## src/rtl/fetch_pkg.sv

```systemverilog
// Shared widths, the halt encoding and the fetch-buffer entry type for the
// instruction fetch stage.
package fetch_pkg;

    localparam int INSTR_W     = 32;
    localparam int ADDR_W      = 32;
    localparam int INSTR_BYTES = 4;

    localparam logic [INSTR_W-1:0] HALT_WORD = 32'h0000_0000;

    typedef struct packed {
        logic [ADDR_W-1:0]  pc;
        logic [INSTR_W-1:0] instr;
    } fetch_entry_t;

    // Sequential successor; the 32-bit add wraps FFFF_FFFC to 0 on its own.
    function automatic logic [ADDR_W-1:0] next_pc(input logic [ADDR_W-1:0] pc);
        return pc + ADDR_W'(INSTR_BYTES);
    endfunction

    function automatic logic [ADDR_W-1:0] align_pc(input logic [ADDR_W-1:0] pc);
        return {pc[ADDR_W-1:2], 2'b00};
    endfunction

endpackage

```

## src/rtl/fetch_buffer.sv

```systemverilog
// Small synchronous FIFO of {pc, instr} entries between fetch and decode.
// Flush wins over push and over the read-pointer advance from pop.
module fetch_buffer
    import fetch_pkg::*;
#(
    parameter int DEPTH = 2
) (
    input  logic         clk,
    input  logic         rst_n,
    input  logic         push,
    input  logic         pop,
    input  logic         flush,
    input  fetch_entry_t entry,
    output logic         full,
    output logic         empty,
    output fetch_entry_t head
);

    localparam int PTR_W = (DEPTH > 1) ? $clog2(DEPTH) : 1;
    localparam int CNT_W = $clog2(DEPTH + 1);

    logic [PTR_W-1:0] wr_ptr_reg, wr_ptr_next;
    logic [PTR_W-1:0] rd_ptr_reg, rd_ptr_next;
    logic [CNT_W-1:0] count_reg, count_next;
    fetch_entry_t     entry_reg [DEPTH];
    logic [DEPTH-1:0] wr_en;
    logic             do_push;
    logic             do_pop;

    function automatic logic [PTR_W-1:0] ptr_inc(input logic [PTR_W-1:0] p);
        return (p == PTR_W'(DEPTH - 1)) ? '0 : p + 1'b1;
    endfunction

    assign full    = (count_reg == CNT_W'(DEPTH));
    assign empty   = (count_reg == '0);
    // A push into a full buffer is only legal when the head leaves the same cycle.
    assign do_push = push && !flush && (!full || pop);
    assign do_pop  = pop && !flush && !empty;

    generate
        for (genvar gi = 0; gi < DEPTH; gi++) begin : g_wr_en
            assign wr_en[gi] = do_push && (wr_ptr_reg == PTR_W'(gi));
        end
    endgenerate

    always_ff @(posedge clk or negedge rst_n) begin
        if (!rst_n) begin
            for (int i = 0; i < DEPTH; i++) entry_reg[i] <= '0;
        end else begin
            for (int i = 0; i < DEPTH; i++) begin
                if (wr_en[i]) entry_reg[i] <= entry;
            end
        end
    end

    always_comb begin
        wr_ptr_next = wr_ptr_reg;
        rd_ptr_next = rd_ptr_reg;
        count_next  = count_reg;
        if (flush) begin
            wr_ptr_next = '0;
            rd_ptr_next = '0;
            count_next  = '0;
        end else begin
            if (do_push) wr_ptr_next = ptr_inc(wr_ptr_reg);
            if (do_pop)  rd_ptr_next = ptr_inc(rd_ptr_reg);
            case ({do_push, do_pop})
                2'b10:   count_next = count_reg + 1'b1;
                2'b01:   count_next = count_reg - 1'b1;
                default: count_next = count_reg;
            endcase
        end
    end

    always_ff @(posedge clk or negedge rst_n) begin
        if (!rst_n) begin
            wr_ptr_reg <= '0;
            rd_ptr_reg <= '0;
            count_reg  <= '0;
        end else begin
            wr_ptr_reg <= wr_ptr_next;
            rd_ptr_reg <= rd_ptr_next;
            count_reg  <= count_next;
        end
    end

    assign head = empty ? '0 : entry_reg[rd_ptr_reg];

endmodule

```

## src/rtl/instruction_fetch_unit.sv

```systemverilog
// Fetch stage: PC register, zero-latency memory read, halt-on-zero-word and
// redirect/flush control in front of a 2-entry fetch buffer.
module instruction_fetch_unit
    import fetch_pkg::*;
#(
    parameter logic [ADDR_W-1:0] RESET_PC  = 32'h0000_0000,
    parameter int                BUF_DEPTH = 2
) (
    input  logic               clk,
    input  logic               rst_n,
    output logic [ADDR_W-1:0]  imem_addr,
    input  logic [INSTR_W-1:0] imem_instr,
    input  logic               redirect_valid,
    input  logic [ADDR_W-1:0]  redirect_pc,
    output logic               if_valid,
    input  logic               if_ready,
    output logic [INSTR_W-1:0] if_instr,
    output logic [ADDR_W-1:0]  if_pc,
    output logic               halted,
    output logic [15:0]        fetch_count
);

    logic [ADDR_W-1:0] pc_reg, pc_next;
    logic              halted_reg, halted_next;
    logic [15:0]       fetch_count_reg, fetch_count_next;

    logic         buf_full;
    logic         buf_empty;
    fetch_entry_t buf_head;
    fetch_entry_t push_entry;
    logic         pop;
    logic         fetch_en;
    logic         is_halt_word;
    logic         push;

    assign pop          = if_valid && if_ready;
    assign fetch_en     = !halted_reg && !redirect_valid && (!buf_full || pop);
    assign is_halt_word = (imem_instr == HALT_WORD);
    assign push         = fetch_en && !is_halt_word;
    assign push_entry   = '{pc: pc_reg, instr: imem_instr};

    always_comb begin
        pc_next          = pc_reg;
        halted_next      = halted_reg;
        fetch_count_next = fetch_count_reg;
        if (redirect_valid) begin
            pc_next     = align_pc(redirect_pc);
            halted_next = 1'b0;
        end else if (push) begin
            pc_next = next_pc(pc_reg);
            if (fetch_count_reg != 16'hFFFF) fetch_count_next = fetch_count_reg + 16'd1;
        end else if (fetch_en) begin
            // Zero word: PC parks on its address until a redirect or reset.
            halted_next = 1'b1;
        end
    end

    always_ff @(posedge clk or negedge rst_n) begin
        if (!rst_n) begin
            pc_reg          <= RESET_PC;
            halted_reg      <= 1'b0;
            fetch_count_reg <= '0;
        end else begin
            pc_reg          <= pc_next;
            halted_reg      <= halted_next;
            fetch_count_reg <= fetch_count_next;
        end
    end

    fetch_buffer #(
        .DEPTH (BUF_DEPTH)
    ) u_fetch_buffer (
        .clk   (clk),
        .rst_n (rst_n),
        .push  (push),
        .pop   (pop),
        .flush (redirect_valid),
        .entry (push_entry),
        .full  (buf_full),
        .empty (buf_empty),
        .head  (buf_head)
    );

    assign imem_addr   = pc_reg;
    assign if_valid    = !buf_empty;
    assign if_instr    = buf_head.instr;
    assign if_pc       = buf_head.pc;
    assign halted      = halted_reg;
    assign fetch_count = fetch_count_reg;

endmodule

```

## config.mk

```make
export PLATFORM = sky130hd
export DESIGN_NAME = instruction_fetch_unit
export DESIGN_NICKNAME = d
export VERILOG_FILES = /design/src/rtl/fetch_pkg.sv /design/src/rtl/fetch_buffer.sv /design/src/rtl/instruction_fetch_unit.sv
export SDC_FILE = /design/constraint.sdc
export NUM_CORES = 1
export LEC_CHECK = 0
export ABC_AREA = 0
export ABC_CLOCK_PERIOD_IN_PS = 3300
export BUFFER_PORTS_ARGS = -buffer_cell sky130_fd_sc_hd__buf_2
export CORE_ASPECT_RATIO = 1.4
export CORE_MARGIN = 2
export CORE_UTILIZATION = 45
export CTS_CLUSTER_DIAMETER = 40
export DETAILED_ROUTE_END_ITERATION = 8
export PLACE_DENSITY = 0.67
export SLEW_MARGIN = 10
export SYNTH_ARGS = -nofsm -noshare
export SYNTH_HDL_FRONTEND = slang
export SYNTH_HIERARCHICAL = 1
export SYNTH_SLANG_ARGS = --single-unit
```

## constraint.sdc

```tcl
create_clock -name clk -period 3.3 [get_ports clk]
set_input_delay 0.495 -clock clk [delete_from_list [all_inputs] [get_ports clk]]
set_output_delay 0.495 -clock clk [all_outputs]
set_load 0.005 [all_outputs]
```

* After elaboration in Yosys (flattened, before gate mapping) *
Cells that the tools add are included.

word-level totals
  register bits = 181
  input port bits = 68
  output and inout bits = 114
  word-level logic and storage cells = 67

cells by class
  add/subtract/negate cells = 6
  magnitude comparators = 1
  equality and inequality tests = 5
  mux-type cells = 17
  bitwise gates (word level) = 3
  reductions and logical operators = 25

operator list
  cell                                                 count
  two-way mux 64 bit                                   4
  two-way mux 32 bit                                   2
  adder 32 x 3 -> 32 bit, second input constant        1
  logical NOT 32 bit                                   1
  adder 16 x 1 -> 16 bit, second input constant        1
  != test 16 bit, second input constant                1
  logical AND 1 bit                                    10
  two-way mux 1 bit                                    9
  nonzero test 2 bit                                   4
  logical NOT 1 bit                                    5
  equality test 2 bit, second input constant           2
  one-hot mux 2 bit (2 select lines)                   1
  AND reduction 3 bit                                  1
  nonzero test 3 bit                                   1
  adder 1 bit, second input constant                   2
  adder 2 x 1 -> 2 bit, second input constant          1
  equality test 2 x 1 -> 1 bit, second input constant  1
  >= comparator 2 bit, second input constant           1
  logical NOT 2 bit                                    1
  two-way mux 2 bit                                    1
  != test 2 bit, second input constant                 1
  NOT 1 bit                                            2
  NOT 1 -> 2 bit                                       1
  AND reduction 2 bit                                  1
  other kinds (2)                                      2

* Longest topological paths before layout *
  depth in word-level cells = 11
  gate-level depth with buffers = 13
  gate-level depth less buffers = 7

* Cells and area by module *
The synthesis kept the hierarchy.

by module, submodules not included
  module                  instances  cells each  area each (sq um)  sequential area each (sq um)
  fetch_buffer            1          440         6125.9             3303.2
  instruction_fetch_unit  1          320         2855.2             1176.1

* Worst setup path after synthesis *
No wires, ideal clock.

  path type = reg-to-reg
  from = register u_fetch_buffer.count_reg[0]
  to = register u_fetch_buffer/entry_reg[100] (netlist name)
  setup time = 125 ps
  arrival time = 2921 ps
  data required time = 3175 ps
  path slack = 254 ps
  stages on the path, launching flop included = 13
  path buffers = 6
  period minus slack after synthesis = 3046 ps
  cell sequence = dfrtp_1 -> nor2_1 -> clkbuf_1 -> nand2b_4 -> a21o_1 -> clkbuf_1 -> clkbuf_1 -> nor3_1 -> clkbuf_1 -> or4b_4 -> buf_6 -> buf_6 -> mux2_4

between the ends
  cells in the longest elaborated chain, start to end = 9
  elaborated cells between the ends (all ways) = 11
  classes of those cells = eq/ne: 1; reduce/logical: 10

ends and longest elaborated chain
  element                          line                          text
  from (decl)                      fetch_buffer.sv:24            logic [CNT_W-1:0] count_reg, count_next;
  from (signal assigned)           fetch_buffer.sv:83            count_reg <= count_next;
  logical NOT 2 bit                fetch_buffer.sv:35            assign empty = (count_reg == '0);
  via buf_empty                    instruction_fetch_unit.sv:28  logic buf_empty;
  logical NOT 1 bit                instruction_fetch_unit.sv:85  assign if_valid = !buf_empty;
  logical AND 1 bit                instruction_fetch_unit.sv:36  assign pop = if_valid && if_ready;
  logical OR 1 bit                 instruction_fetch_unit.sv:37  assign fetch_en = !halted_reg && !redirect_valid && (!buf_full || pop);
  logical AND 1 bit                instruction_fetch_unit.sv:37
  logical AND 1 bit                instruction_fetch_unit.sv:39  assign push = fetch_en && !is_halt_word;
  via push                         instruction_fetch_unit.sv:34  logic push;
  logical AND 1 bit (2 in a row)   fetch_buffer.sv:37            assign do_push = push && !flush && (!full || pop);
  logical AND 1 bit                fetch_buffer.sv:42            assign wr_en[gi] = do_push && (wr_ptr_reg == PTR_W'(gi));
  to (signal, indexed assignment)  fetch_buffer.sv:51            if (wr_en[i]) entry_reg[i] <= entry;
  to (decl)                        fetch_buffer.sv:25            fetch_entry_t entry_reg [DEPTH];

The timed path passes the listed nets, and every way through them passes these cells.
A chain may end at the register's enable or synchronous reset.

* Worst setup path in the final report *
  from = register u_fetch_buffer.count_reg[0]
  to = register u_fetch_buffer/entry_reg[52] (netlist name)

Same word-level chain as after synthesis.

==> metrics.csv <==
stage,metric,value,unit
clock_network,clock-pin slew on the worst setup and hold paths,0.07,ns
timing,final worst slack,0.299,ns
critical_path,Worst R2R Setup Slack,0.30,ns
synth,share of the synthesized area in the top cell type,49.9,%
run,max_cap viols,0,
critical_path,largest fanout on the critical path,38,
placed_design,Final HPWL DP,14500,um
routing,post-detailed-route wirelength per cell,17.9,um
critical_path,crit path kind,flip-flop to flip-flop,
pwr,Power Density,652,nW/um^2
clock_network,post-cts sizing count,0,
synth,"flops & latches, synth",179,
synth,"top cells by area, synth","dfrtp_1, mux2_2, mux2_4, mux2i_1, nor2_1",
synth,Cells after Synth,760,
global_route,Tot GR Track Use,20.7,%
critical_path,type of origin of the critical path,flip-flop,
synth,warnings from Yosys,6,
clock_network,clk sinks,179,
timing,setup violators final,0,
routing,routed wire length,21300,um
pwr,Combinational Power Share,23.7,%
synth,Synth area leader,dfrtp_1,
timing,Layout Skew,0.00646,ns
pwr,clock share of power,29.5,%
clock_network,H-tree depth,4,
pwr,LEAKAGE,4.81,nW
layout,max reg flops,128,
clock_network,CTS tree,done,
die,Die Wd,123,um
timing,setup TNS,0,ns
synth,Mapped Area,8980,sq um
synth,main flop type after synthesis,dfrtp_1,
timing,worst slew pin tran,0.789,ns
layout,Area Growth Syn to Fin,19.4,%
layout,FILL cells,1789,
timing,Max transition margin,47.0,%
timing,RSZ-0062 raised after global routing,false,
die,Core Area,19700,sq um
placed_design,Place WS,0.315,ns
clock_network,latest clock arrival within the worst-skew pair,0.43,ns
clock_network,CTS Hold Bufs,0,
placed_design,port buffer count,177,
global_route,vias in the first global route,6551,
layout,nets,995,
pwr,Seq pwr share,46.8,%
hold_path,worst min path class,input port to asynchronous set/reset pin,
routing,Via density,5.53,
routing,DRC viols,0,
global_route,largest net degree at the start of global routing,76,
outcome,status,"finished, final reports clean",
timing,"Slew Viols, Final",0,
synth,top-count cell post-synth,dfrtp_1,
die,io pins,182,
global_route,gr ovfl total,0,
synth,Commonest cells post-synth,"dfrtp_1, nor2_1, mux2_2",
routing,Iteration-0 DRC Markers,256,
placed_design,gpl congestion,0.816,
die,die area,21100,sq um
routing,via count,6586,
layout,"Design Area, Final",10700,sq um
clock_network,post-CTS setup buffer count,0,
clock_network,Root Driver,clkbuf_16,
pwr,maximum VDD drop,0.301,mV
die,Rows,61,
die,Starting Density,45.6,%
routing,Final ANT Viol Nets,0,
synth,register area share after synthesis,49.9,%
critical_path,Critical Path RT,3.61,ns
synth,syn_area_per_cell,11.8,sq um
routing,Pre-antenna DRT Iters,4,
global_route,first-pass GRT wire length,34200,um
die,die height,171,um
placed_design,placed instance area,10100,sq um
clock_network,Num CTS Buffers,17,
synth,number of synthesized flops with an enable pin,0,
layout,fraction of layout cells with a size suffix above 1,38.9,%
pwr,Sw Pwr,2.01,mW
timing,Period minus WS final,3.00,ns
synth,count of different cell masters after synthesis,49,
pwr,Switching Share,28.8,%
critical_path,crit end category,flip-flop,
synth,Post-synth ARST share,100,%
timing,Max Fclk,333,MHz
timing,period utilization,90.9,%
clock_network,Max Root-Sink Buffers,2,
global_route,initial antenna violation count,1,
pwr,Pint,4.98,mW
timing,final hold vios,0,
timing,WHS,0.0706,ns
critical_path,CP arrival,3.31,ns
==> logic make-up after synthesis <==
| group | count (synthesis) | share of synthesized area [%] |
|---|---|---|
| simple gates | 233 | 13.8 |
| mux | 195 | 25.6 |
| flops | 179 | 49.9 |
| compound gates | 78 | 5.81 |
| buf+inv | 58 | 3.29 |
| xor+xnor | 14 | 1.37 |
| fa+ha+maj | 2 | 0.279 |
| other cells | 1 | 0.0418 |
==> per-layer routing <==
layer | track usage [%] | share of wire (%) | routed length (um)
met1 | 27.0 | 44 | 9250
met2 | 34.0 | 50 | 10700
met3 | 4.43 | 4.4 | 926
met4 | 7.11 | 1.9 | 394
met5 | 0 | 0 | 0
==> area by class of cell <==
cell class                 count  area, sq um  share of cell area [%]
timing repair buffer         192         1050                    9.84
inverter                       7         26.3                   0.245
multi-input combinational    528         4240                    39.5
sequential                   179         4480                    41.8
tap                          252          315                    2.94
clock inverter                12          144                    1.34
clock buffer                  20          457                    4.26
antenna                        1         2.50                  0.0233
==> worst paths after layout <==
path,start,to,depth (start not counted)
setup / recovery,u_fetch_buffer/count_reg[0],u_fetch_buffer/entry_reg[52],8
hold / removal,rst_n,imem_addr[26],1
setup reg to reg,u_fetch_buffer/count_reg[0],u_fetch_buffer/entry_reg[52],8
hold reg to reg,u_fetch_buffer/entry_reg[42],u_fetch_buffer/entry_reg[42],1
max in group asynchronous,rst_n,u_fetch_buffer/entry_reg[38],2
min in group clk,redirect_pc[2],imem_addr[2],2
==> stage by stage <==
stage / util (%) / power [mW] / cells
floorplan: - / 4.36 / 765
global placement: 51.4 / 4.91 / 1158
detailed placement: 51.4 / 4.99 / 1158
CTS: 54.4 / 7.08 / 1190
global route: 54.4 / 7.41 / 1191
finish: 54.4 / 6.99 / 1191
==> power groups by stage <==
stage               combinational [mW]  sequential, mW  clock [mW]
floorplan                         1.18            3.17           0
global route                      1.85            3.36        2.20
detailed placement                1.68            3.31           0
CTS                               1.69            3.27        2.13
global placement                  1.63            3.28           0
finish                            1.66            3.27        2.07
==> critical path: stages, from the launching register on <==
cell and delay (ns):
dfrtp_1 0.50, nor2_4 0.07, nand2b_4 0.16, a21o_1 0.19, nor3_1 0.65, nand2_1 0.19, nor3_4 0.18, buf_4 0.50
mux2_2 0.40
==> layout by cell type (no fill, tap or decap), drive strengths merged, types with 20 or more instances in the layout <==
cell / n
a31oi: 31
buf: 192
clkbuf: 20
dfrtp: 179
mux2: 130
mux2i: 65
nand2: 21
nor2: 101
o31ai: 25
or4: 26
Note: power is estimated with default switching activity, not from simulation.
